File: src/rtl/shift_add_mult.sv
`default_nettype none
// ============================================================================
// Module      : shift_add_mult (with helper ripple_carry_n)
// Description : Unsigned N x N iterative shift-and-add multiplier producing a
//               2N-bit product. One partial-product step per clock through a
//               ripple-carry adder; a multiply occupies N RUN cycles plus one
//               DONE cycle, so the issue period is N+2 cycles.
// Ports       : clk    - clock, rising edge
//               rst_n  - asynchronous active-low reset
//               start  - multiply request, sampled only in IDLE
//               a, b   - multiplicand / multiplier (captured on accept)
//               busy   - high while stepping (RUN)
//               done   - single-cycle completion pulse (DONE)
//               p      - product register, updated only on completion
// Revision    : 1.0 - initial release
// ============================================================================

// ----------------------------------------------------------------------------
// ripple_carry_n : N-bit ripple-carry adder, purely combinational.
// ----------------------------------------------------------------------------
module ripple_carry_n #(
    parameter int N = 4
) (
    input  logic [N-1:0] a,
    input  logic [N-1:0] b,
    input  logic         cin,
    output logic [N-1:0] sum,
    output logic         cout
);

    logic [N:0] carry;

    assign carry[0] = cin;

    genvar i;
    generate
        for (i = 0; i < N; i++) begin : g_bit
            assign sum[i]       = a[i] ^ b[i] ^ carry[i];
            assign carry[i + 1] = (a[i] & b[i]) | (carry[i] & (a[i] ^ b[i]));
        end
    endgenerate

    assign cout = carry[N];

endmodule

// ----------------------------------------------------------------------------
// shift_add_mult : iterative multiplier top level.
// ----------------------------------------------------------------------------
module shift_add_mult #(
    parameter int N = 4
) (
    input  logic           clk,
    input  logic           rst_n,
    input  logic           start,
    input  logic [N-1:0]   a,
    input  logic [N-1:0]   b,
    output logic           busy,
    output logic           done,
    output logic [2*N-1:0] p
);

    localparam int                  CNT_W    = $clog2(N + 1);
    localparam logic [CNT_W-1:0]    CNT_LAST = CNT_W'(N - 1);
    localparam logic [CNT_W-1:0]    CNT_ONE  = CNT_W'(1);

    typedef enum logic [1:0] {
        IDLE = 2'd0,
        RUN  = 2'd1,
        DONE = 2'd2
    } state_t;

    state_t state;
    state_t state_next;

    logic [N-1:0]     mcand;
    logic [N-1:0]     acc_hi;
    logic [N-1:0]     acc_lo;
    logic [CNT_W-1:0] cnt;

    logic [N-1:0]     addend;
    logic [N-1:0]     sum;
    logic             cout;
    logic [2*N-1:0]   step_val;
    logic             accept;
    logic             last_step;

    // The low accumulator half doubles as the multiplier shift register:
    // its LSB selects whether the multiplicand is added on this step.
    assign addend = acc_lo[0] ? mcand : '0;

    ripple_carry_n #(
        .N    (N)
    ) u_adder (
        .a    (acc_hi),
        .b    (addend),
        .cin  (1'b0),
        .sum  (sum),
        .cout (cout)
    );

    // Carry-out lands in the top bit of the shifted accumulator, so the
    // partial product can never overflow its 2N bits.
    assign step_val  = {cout, sum, acc_lo[N-1:1]};
    assign accept    = (state == IDLE) && start;
    assign last_step = (state == RUN) && (cnt == CNT_LAST);

    // State register
    always_ff @(posedge clk or negedge rst_n) begin
        if (!rst_n) begin
            state <= IDLE;
        end else begin
            state <= state_next;
        end
    end

    // Next-state decode
    always_comb begin
        state_next = state;
        case (state)
            IDLE:    if (start) state_next = RUN;
            RUN:     if (cnt == CNT_LAST) state_next = DONE;
            DONE:    state_next = IDLE;
            default: state_next = IDLE;
        endcase
    end

    // Datapath
    always_ff @(posedge clk or negedge rst_n) begin
        if (!rst_n) begin
            mcand  <= '0;
            acc_hi <= '0;
            acc_lo <= '0;
            cnt    <= '0;
            p      <= '0;
        end else begin
            if (accept) begin
                mcand  <= a;
                acc_hi <= '0;
                acc_lo <= b;
                cnt    <= '0;
            end else if (state == RUN) begin
                {acc_hi, acc_lo} <= step_val;
                cnt              <= cnt + CNT_ONE;
            end
            if (last_step) begin
                p <= step_val;
            end
        end
    end

    // Status outputs come straight from the state register.
    assign busy = (state == RUN);
    assign done = (state == DONE);

endmodule
`default_nettype wire

File: config.mk
export PLATFORM = sky130hd
export DESIGN_NAME = shift_add_mult
export DESIGN_NICKNAME = d
export VERILOG_FILES = /design/src/rtl/shift_add_mult.sv
export SDC_FILE = /design/constraint.sdc
export NUM_CORES = 1
export LEC_CHECK = 0
export ABC_AREA = 1
export CAP_MARGIN = 0
export CELL_PAD_IN_SITES_DETAIL_PLACEMENT = 0
export CELL_PAD_IN_SITES_GLOBAL_PLACEMENT = 1
export CORE_UTILIZATION = 38
export CTS_CLUSTER_DIAMETER = 30
export DETAILED_ROUTE_END_ITERATION = 8
export GPL_ROUTABILITY_DRIVEN = 1
export PLACE_DENSITY = 0.87
export SLEW_MARGIN = 10
export SYNTH_ARGS = -nofsm -noshare
export SYNTH_HDL_FRONTEND = slang
export SYNTH_SLANG_ARGS = --single-unit
File: constraint.sdc
create_clock -name clk -period 2.8 [get_ports clk]
set_clock_uncertainty 0.2 [all_clocks]
set_input_delay 0.56 -clock clk [delete_from_list [all_inputs] [get_ports clk]]
set_output_delay 0.56 -clock clk [all_outputs]
set_load 0.02 [all_outputs]
==> impl_metrics.csv, run 1 <==
group,metric,value,unit
setup_path,cp_data_arrival_time,1.68,ns
placed_design,io_buffers,20,
synthesis,ys_seq_elements,25,
global_routing,globalRouteTotalUtil,14.3,%
synthesis,netlist_instances,118,
detailed_routing,drt-vias-per-instance,4.70,
sta,fin_setup_tns,0,ns
global_routing,antenna_found_initial,0,
setup_path,cp-end-kind,"output pin",
finish,fillers,276,
synthesis,yosys.area.top_type_share,54.9,%
power_and_ir_drop,switching_share,41.1,%
synthesis,syn_nets,135,
power_and_ir_drop,p_sw,577,uW
synthesis,synth_top_cell_by_area,"dfrtp_1",
sta,clock.fmax,0.409,GHz
sta,whs,0.294,ns
detailed_routing,drt-total-wl,2.00,mm
cts,ctsHtreeMaxLevel,1,
detailed_routing,drc_errors,3,
global_routing,grt_overflow,0,
detailed_routing,wl_per_cell,11.7,um
status,status,"finished with violations",
setup_path,cp-start-kind,"flip-flop",
cts,ctsResizeCount,0,
setup_path,crit_fanout,15,
cts,cts_buffer_depth,2,
cts,clock_sinks,25,
setup_path,worstSetupPathType,"flip-flop to output pin",
cts,root_buffer,"clkbuf_4",
sta,hold_viol,0,
sta,finalSetupViolCount,0,
placed_design,place.gp.congestion,0.774,
power_and_ir_drop,seqPwrFrac,42.7,%
min_path,hold_path.class,"flip-flop to flip-flop",
synthesis,synth_area_leaders,"dfrtp_1 (55%), nand2_1 (13%), fa_1 (5.3%)",
cts,cts_tree,"done",
global_routing,grt_pass1_vias,832,
run,cap_violations,0,
sta,relSlewSlack,79.1,%
die,die-area,3220,sq um
finish,synthToLayoutAreaGrowth,22.5,%
detailed_routing,detail-route-antenna-nets,0,
global_routing,grt_max_degree,26,
finish,n_antenna_cell,0,
sta,finalCriticalPeriod,2.44,ns
cts,clkLatencyLatePin,0.31,ns
finish,multi_input_area,443,sq um
power_and_ir_drop,ir_drop,384,uV
die,die_w,56.7,um
placed_design,place_hpwl,1.53,mm
power_and_ir_drop,p_int,827,uW
sta,worst_pin_slew,0.313,ns
power_and_ir_drop,p_comb_share,46.1,%
sta,grt_setup_unrepaired,"false",
synthesis,synth_edf_count,0,
setup_path,cp_data_required_time,2.04,ns
synthesis,synth_area,1140,sq um
cts,cts_setup_buffers,0,
synthesis,ys_seq_area_share,54.9,%
global_routing,grt_pass1_wl,3.53,mm
die,die_y,56.7,um
power_and_ir_drop,p_clk_share,11.2,%
detailed_routing,dr_total_vias,809,
power_and_ir_drop,p_per_area,1010,nW/um^2
status,violations,"DRC",
finish,nNetsFinal,159,
detailed_routing,drt_iter0_drc,20,
finish,final_area,1400,sq um
synthesis,synth.distinct_cells,17,
power_and_ir_drop,leakage,0.000686,uW
synthesis,syn_avg_cell_area,9.65,sq um
die,initial_core_util,40.6,%
sta,drv_slew,0,
die,rows,19,
placed_design,place_area,1370,sq um
cts,numCtsBuffers,3,
cts,path_clk_slew,0.14,ns
synthesis,synth_ff_type,"dfrtp_1",
die,ios,21,
detailed_routing,drt-pass1-iter-count,6,
sta,finalCritPeriodShare,87.3,%
synthesis,yosys_warnings,0,
cts,hold_buffers,0,
finish,seq_area,626,sq um
die,core_area,2810,sq um
finish,drive_gt1_share,12.1,%
synthesis,async_reset_ff_share,100,%
==> cells in the final DEF (no fill, tap or decap), drive strengths merged <==
cell type and count:
buf 1, nand2 45, nor2 3, o21ai 8, ha 3, a21oi 1, nand3 12, fa 3
inv 13, clkdlybuf4s50 20, clkbuf 4, o22ai 3, dfrtp 25
==> registers in the layout, summed over array words and instances, names as in the netlist <==
register / flops
p: 8
acc_hi: 4
acc_lo: 4
mcand: 4
cnt: 3
state: 2
==> per-stage QoR <==
step	utilization [%]	worst slack (ns)	std cells	total power, uW
after global routing	49.7	0.287	172	1530
after detailed placement	48.8	0.581	168	1270
after CTS	49.7	0.343	172	1430
final	49.7	0.356	172	1400
after global placement	48.8	0.648	168	1250
after floorplan	-	0.689	118	1050
==> power by group through the flow <==
stage / Sequential (uW) / Combinational, uW / Clock (uW)
after global routing: 618 / 732 / 178
after global placement: 600 / 648 / 0
after floorplan: 641 / 409 / 0
final: 599 / 647 / 157
after CTS: 600 / 662 / 164
after detailed placement: 608 / 659 / 0
==> critical path, stage by stage, from the launching register on <==
cell and delay, ns:
dfrtp_1 0.43, inv_2 0.10, nand2_4 0.13, inv_6 0.12, clkdlybuf4s50_1 0.60
==> cell families after synthesis <==
logic type | share of synthesized area, %
AOI/OAI and AO/OA | 7.25
buffers and inverters | 6.15
and+or+nand+nor | 23.1
adders and majority gates | 8.57
DFF | 54.9
==> final timing paths <==
kind	depth (start not counted)	from	slack, ns	to
max	4	state[1]	0.36	busy
max reg2reg	8	acc_lo[0]	0.56	acc_hi[2]
min reg2reg	1	cnt[0]	0.29	cnt[0]
max in group asynchronous	2	rst_n	1.77	acc_hi[1]
min	1	cnt[0]	0.29	cnt[0]
min in group asynchronous	2	rst_n	0.38	cnt[0]
==> cell usage after synthesis (2+ instances only) <==
| master | n |
|---|---|
| o21ai_0 | 3 |
| nand2_4 | 2 |
| o21ai_2 | 5 |
| dfrtp_1 | 25 |
| inv_2 | 2 |
| nand2_1 | 40 |
| o22ai_1 | 3 |
| nor2_1 | 3 |
| fa_1 | 3 |
| inv_1 | 10 |
| nand2_2 | 3 |
| nand3_1 | 12 |
| ha_1 | 3 |
==> area by class of cell <==
class | instances | share of cell area, %
tap | 31 | 2.78
multi-input combinational | 78 | 31.7
inverter | 13 | 3.86
sequential | 25 | 44.8
clock buffer | 4 | 1.88
timing repair buffer | 21 | 14.9
==> metal layers <==
layer  routed length, um  part of all wire (%)  GRT usage [%]
met2                 951                    47           25.2
met1                 945                    47           17.6
met3                  74                   3.7           2.30
met4                  34                   1.7           5.23
met5                   0                     0              0
No activity file was read; power rests on OpenSTA's default activity.
==> run 2, diff against run 1 <==
--- a/config.mk
+++ b/config.mk
@@ -9,11 +9,11 @@
 export CAP_MARGIN = 0
 export CELL_PAD_IN_SITES_DETAIL_PLACEMENT = 0
 export CELL_PAD_IN_SITES_GLOBAL_PLACEMENT = 1
-export CORE_UTILIZATION = 38
+export CORE_UTILIZATION = 35
 export CTS_CLUSTER_DIAMETER = 30
 export DETAILED_ROUTE_END_ITERATION = 8
 export GPL_ROUTABILITY_DRIVEN = 1
-export PLACE_DENSITY = 0.87
+export PLACE_DENSITY = 0.85
 export SLEW_MARGIN = 10
 export SYNTH_ARGS = -nofsm -noshare
 export SYNTH_HDL_FRONTEND = slang
==> constraint.sdc (replaced) <==
create_clock -name clk -period 2.2 [get_ports clk]
set_clock_uncertainty 0.2 [all_clocks]
set_input_delay 0.44 -clock clk [delete_from_list [all_inputs] [get_ports clk]]
set_output_delay 0.44 -clock clk [all_outputs]
set_load 0.02 [all_outputs]
==> run 2 against run 1 <==
Compared with the run above:
- the flow now finishes without violations
- via count grew 0.99%
- wire length grew 1.1%
- core utilization shrank 3.1 points
- critical endpoint is now acc_hi[2]
- total power grew 30%
- combinational power grew 32%
- worst hold slack lost 0.047 ns
- clock-buffer cell count shrank 1
- non-clock buffer count grew 2
- die area grew 8.3%
==> impl_metrics.csv, run 2 (synthesis gave the netlist of run 1 again) <==
group,metric,value,unit
detailed_routing,drc_errors,0,
sta,fin_setup_tns,0,ns
detailed_routing,detail-route-antenna-nets,0,
finish,largest_reg_flops,8,
min_path,hold_path.class,"input pin to asynchronous set/reset pin",
cts,clock_sinks,25,
finish,drive_gt1_share,16.8,%
power_and_ir_drop,ir_drop,499,uV
sta,finalCriticalPeriod,2.18,ns
die,rows,20,
placed_design,place.gp.congestion,0.779,
sta,worst_pin_slew,0.313,ns
finish,multi_input_area,450,sq um
finish,fillers,302,
cts,clkLatencyLatePin,0.33,ns
finish,final_common_cell,"nand2_1",
setup_path,rrSetupSlack,0.02,ns
setup_path,crit_slowest_cell,"fa_1",
detailed_routing,drt_iter0_drc,12,
finish,synthToLayoutAreaGrowth,25.9,%
global_routing,grt_overflow,0,
sta,grt_setup_unrepaired,"true",
finish,n_antenna_cell,0,
placed_design,place_hpwl,1.51,mm
global_routing,gr-usage-met1,19.7,%
cts,cts_buffer_depth,2,
setup_path,cp_data_required_time,2.21,ns
setup_path,timing.rr.start,"acc_lo[0]",
die,initial_core_util,37.0,%
placed_design,pre_cts_slack,0.0453,ns
setup_path,worstSetupPathType,"flip-flop to flip-flop",
global_routing,grt_pass1_wl,3.55,mm
finish,seq_area,626,sq um
cts,path_clk_slew,0.15,ns
sta,finalCritPeriodShare,99.3,%
setup_path,slowest_delay,0.54,ns
detailed_routing,drt-vias-per-instance,4.37,
setup_path,startpoint,"acc_lo[0]",
global_routing,grt_max_degree,26,
detailed_routing,drt-pass1-iter-count,4,
global_routing,met3_usage,2.84,%
finish,final_cell_mix,"nand2_1 (40), dfrtp_1 (25), clkdlybuf4s50_1 (19), nand3_1 (12), inv_1 (9)",
sta,clock.fmax,0.458,GHz
die,ios,21,
sta,drv_slew,0,
cts,cts_tree,"done",
die,die_y,59.0,um
detailed_routing,drt-total-wl,2.03,mm
die,die_w,59.0,um
status,status,"complete, no violations",
finish,top_register,"p",
power_and_ir_drop,leakage,0.000696,uW
cts,hold_buffers,0,
cts,root_buffer,"clkbuf_4",
global_routing,grt_pass1_vias,807,
setup_path,cp_data_arrival_time,2.20,ns
power_and_ir_drop,p_per_area,1270,nW/um^2
detailed_routing,wl_per_cell,10.8,um
global_routing,grt.busiest_layer,"met2",
die,die-area,3490,sq um
sta,hold_viol,0,
setup_path,path_cells,"nand2_1 > inv_1 > ha_2 > fa_2 > inv_2 > fa_2 > fa_1 > o22ai_1",
setup_path,rr_worst_depth,8,
setup_path,cp_common_cell,"fa_2",
finish,nNetsFinal,161,
detailed_routing,dr_total_vias,817,
setup_path,cp-end-kind,"flip-flop",
global_routing,met2_usage,20.8,%
sta,setup_ws,0.0154,ns
global_routing,antenna_found_initial,0,
run,cap_violations,0,
placed_design,io_buffers,20,
setup_path,r2r_end,"acc_hi[2]",
sta,relSlewSlack,79.1,%
setup_path,cp-start-kind,"flip-flop",
cts,numCtsBuffers,3,
global_routing,globalRouteTotalUtil,13.8,%
setup_path,crit_fanout,3,
die,core_area,3080,sq um
cts,ctsHtreeMaxLevel,1,
sta,finalSetupViolCount,0,
==> run 2: changes by cell type in the layout (fill, tap and decap cells not counted) <==
cell / change
clkbuf_1: -1
buf_4: +2
clkinv_2: +1
ha_1: -1
inv_1: -1
inv_2: +1
fa_1: -2
clkdlybuf4s50_1: -1
ha_2: +1
fa_2: +2
dlygate4sd2_1: +1
==> run 2: report_power, final <==
group | total, uW | switching, uW | internal [uW]
logic | 852 | 498 | 354
clock network | 214 | 146 | 68.1
registers | 754 | 111 | 643
total | 1820 | 755 | 1070
==> run 2: worst max path at each step <==
| stage | depth (start not counted) | slack (ns) | end |
|---|---|---|---|
| after global routing | 8 | -0.04 | acc_hi[2] |
| after CTS | 8 | 0.01 | acc_hi[2] |
| after detailed placement | 8 | 0.05 | acc_hi[2] |
| final | 8 | 0.02 | acc_hi[2] |
| after floorplan | 8 | 0.09 | acc_hi[2] |
| after global placement | 8 | 0.07 | acc_hi[2] |
==> run 2: area by class of cell <==
cell class | count | share of cell area (%)
timing repair buffer | 23 | 15.4
sequential | 25 | 43.6
inverter | 13 | 3.75
multi-input combinational | 78 | 31.4
tap | 44 | 3.84
clock inverter | 1 | 0.349
clock buffer | 3 | 1.57
==> run 2: critical path: cells and delay by family, from the launching register on <==
kind,cells,cell delay [ns]
buf+inv,2,0.09
fa+ha+maj,4,1.24
simple gates,1,0.06
flops,1,0.40
compound gates,1,0.08
==> run 2: metrics by stage <==
stage | std cells | area, sq um | total power, uW | hold WS, ns | utilization, %
after detailed placement | 182 | 1390 | 1620 | 0.268 | 45.2
after global placement | 182 | 1390 | 1600 | 0.259 | 45.2
after CTS | 186 | 1420 | 1820 | 0.270 | 46.1
final | 187 | 1430 | 1820 | 0.247 | 46.6
after global routing | 187 | 1430 | 1980 | 0.285 | 46.6
after floorplan | 118 | 1140 | 1340 | -0.0556 | -
==> run 2: per-layer routing <==
| metal | part of all wire [%] | wire [um] |
|---|---|---|
| met3 | 3.7 | 75 |
| met1 | 53 | 1080 |
| met5 | 0 | 0 |
| met2 | 41 | 841 |
| met4 | 1.4 | 29 |
==> run 2: repair_timing <==
action | 4_1_cts | 5_1_grt
buffers inserted | 0 | 1
pin swaps | 0 | 3
gates resized for setup | 1 | 4
cloned | 0 | 0
setup endpoints to repair | 1 | 2
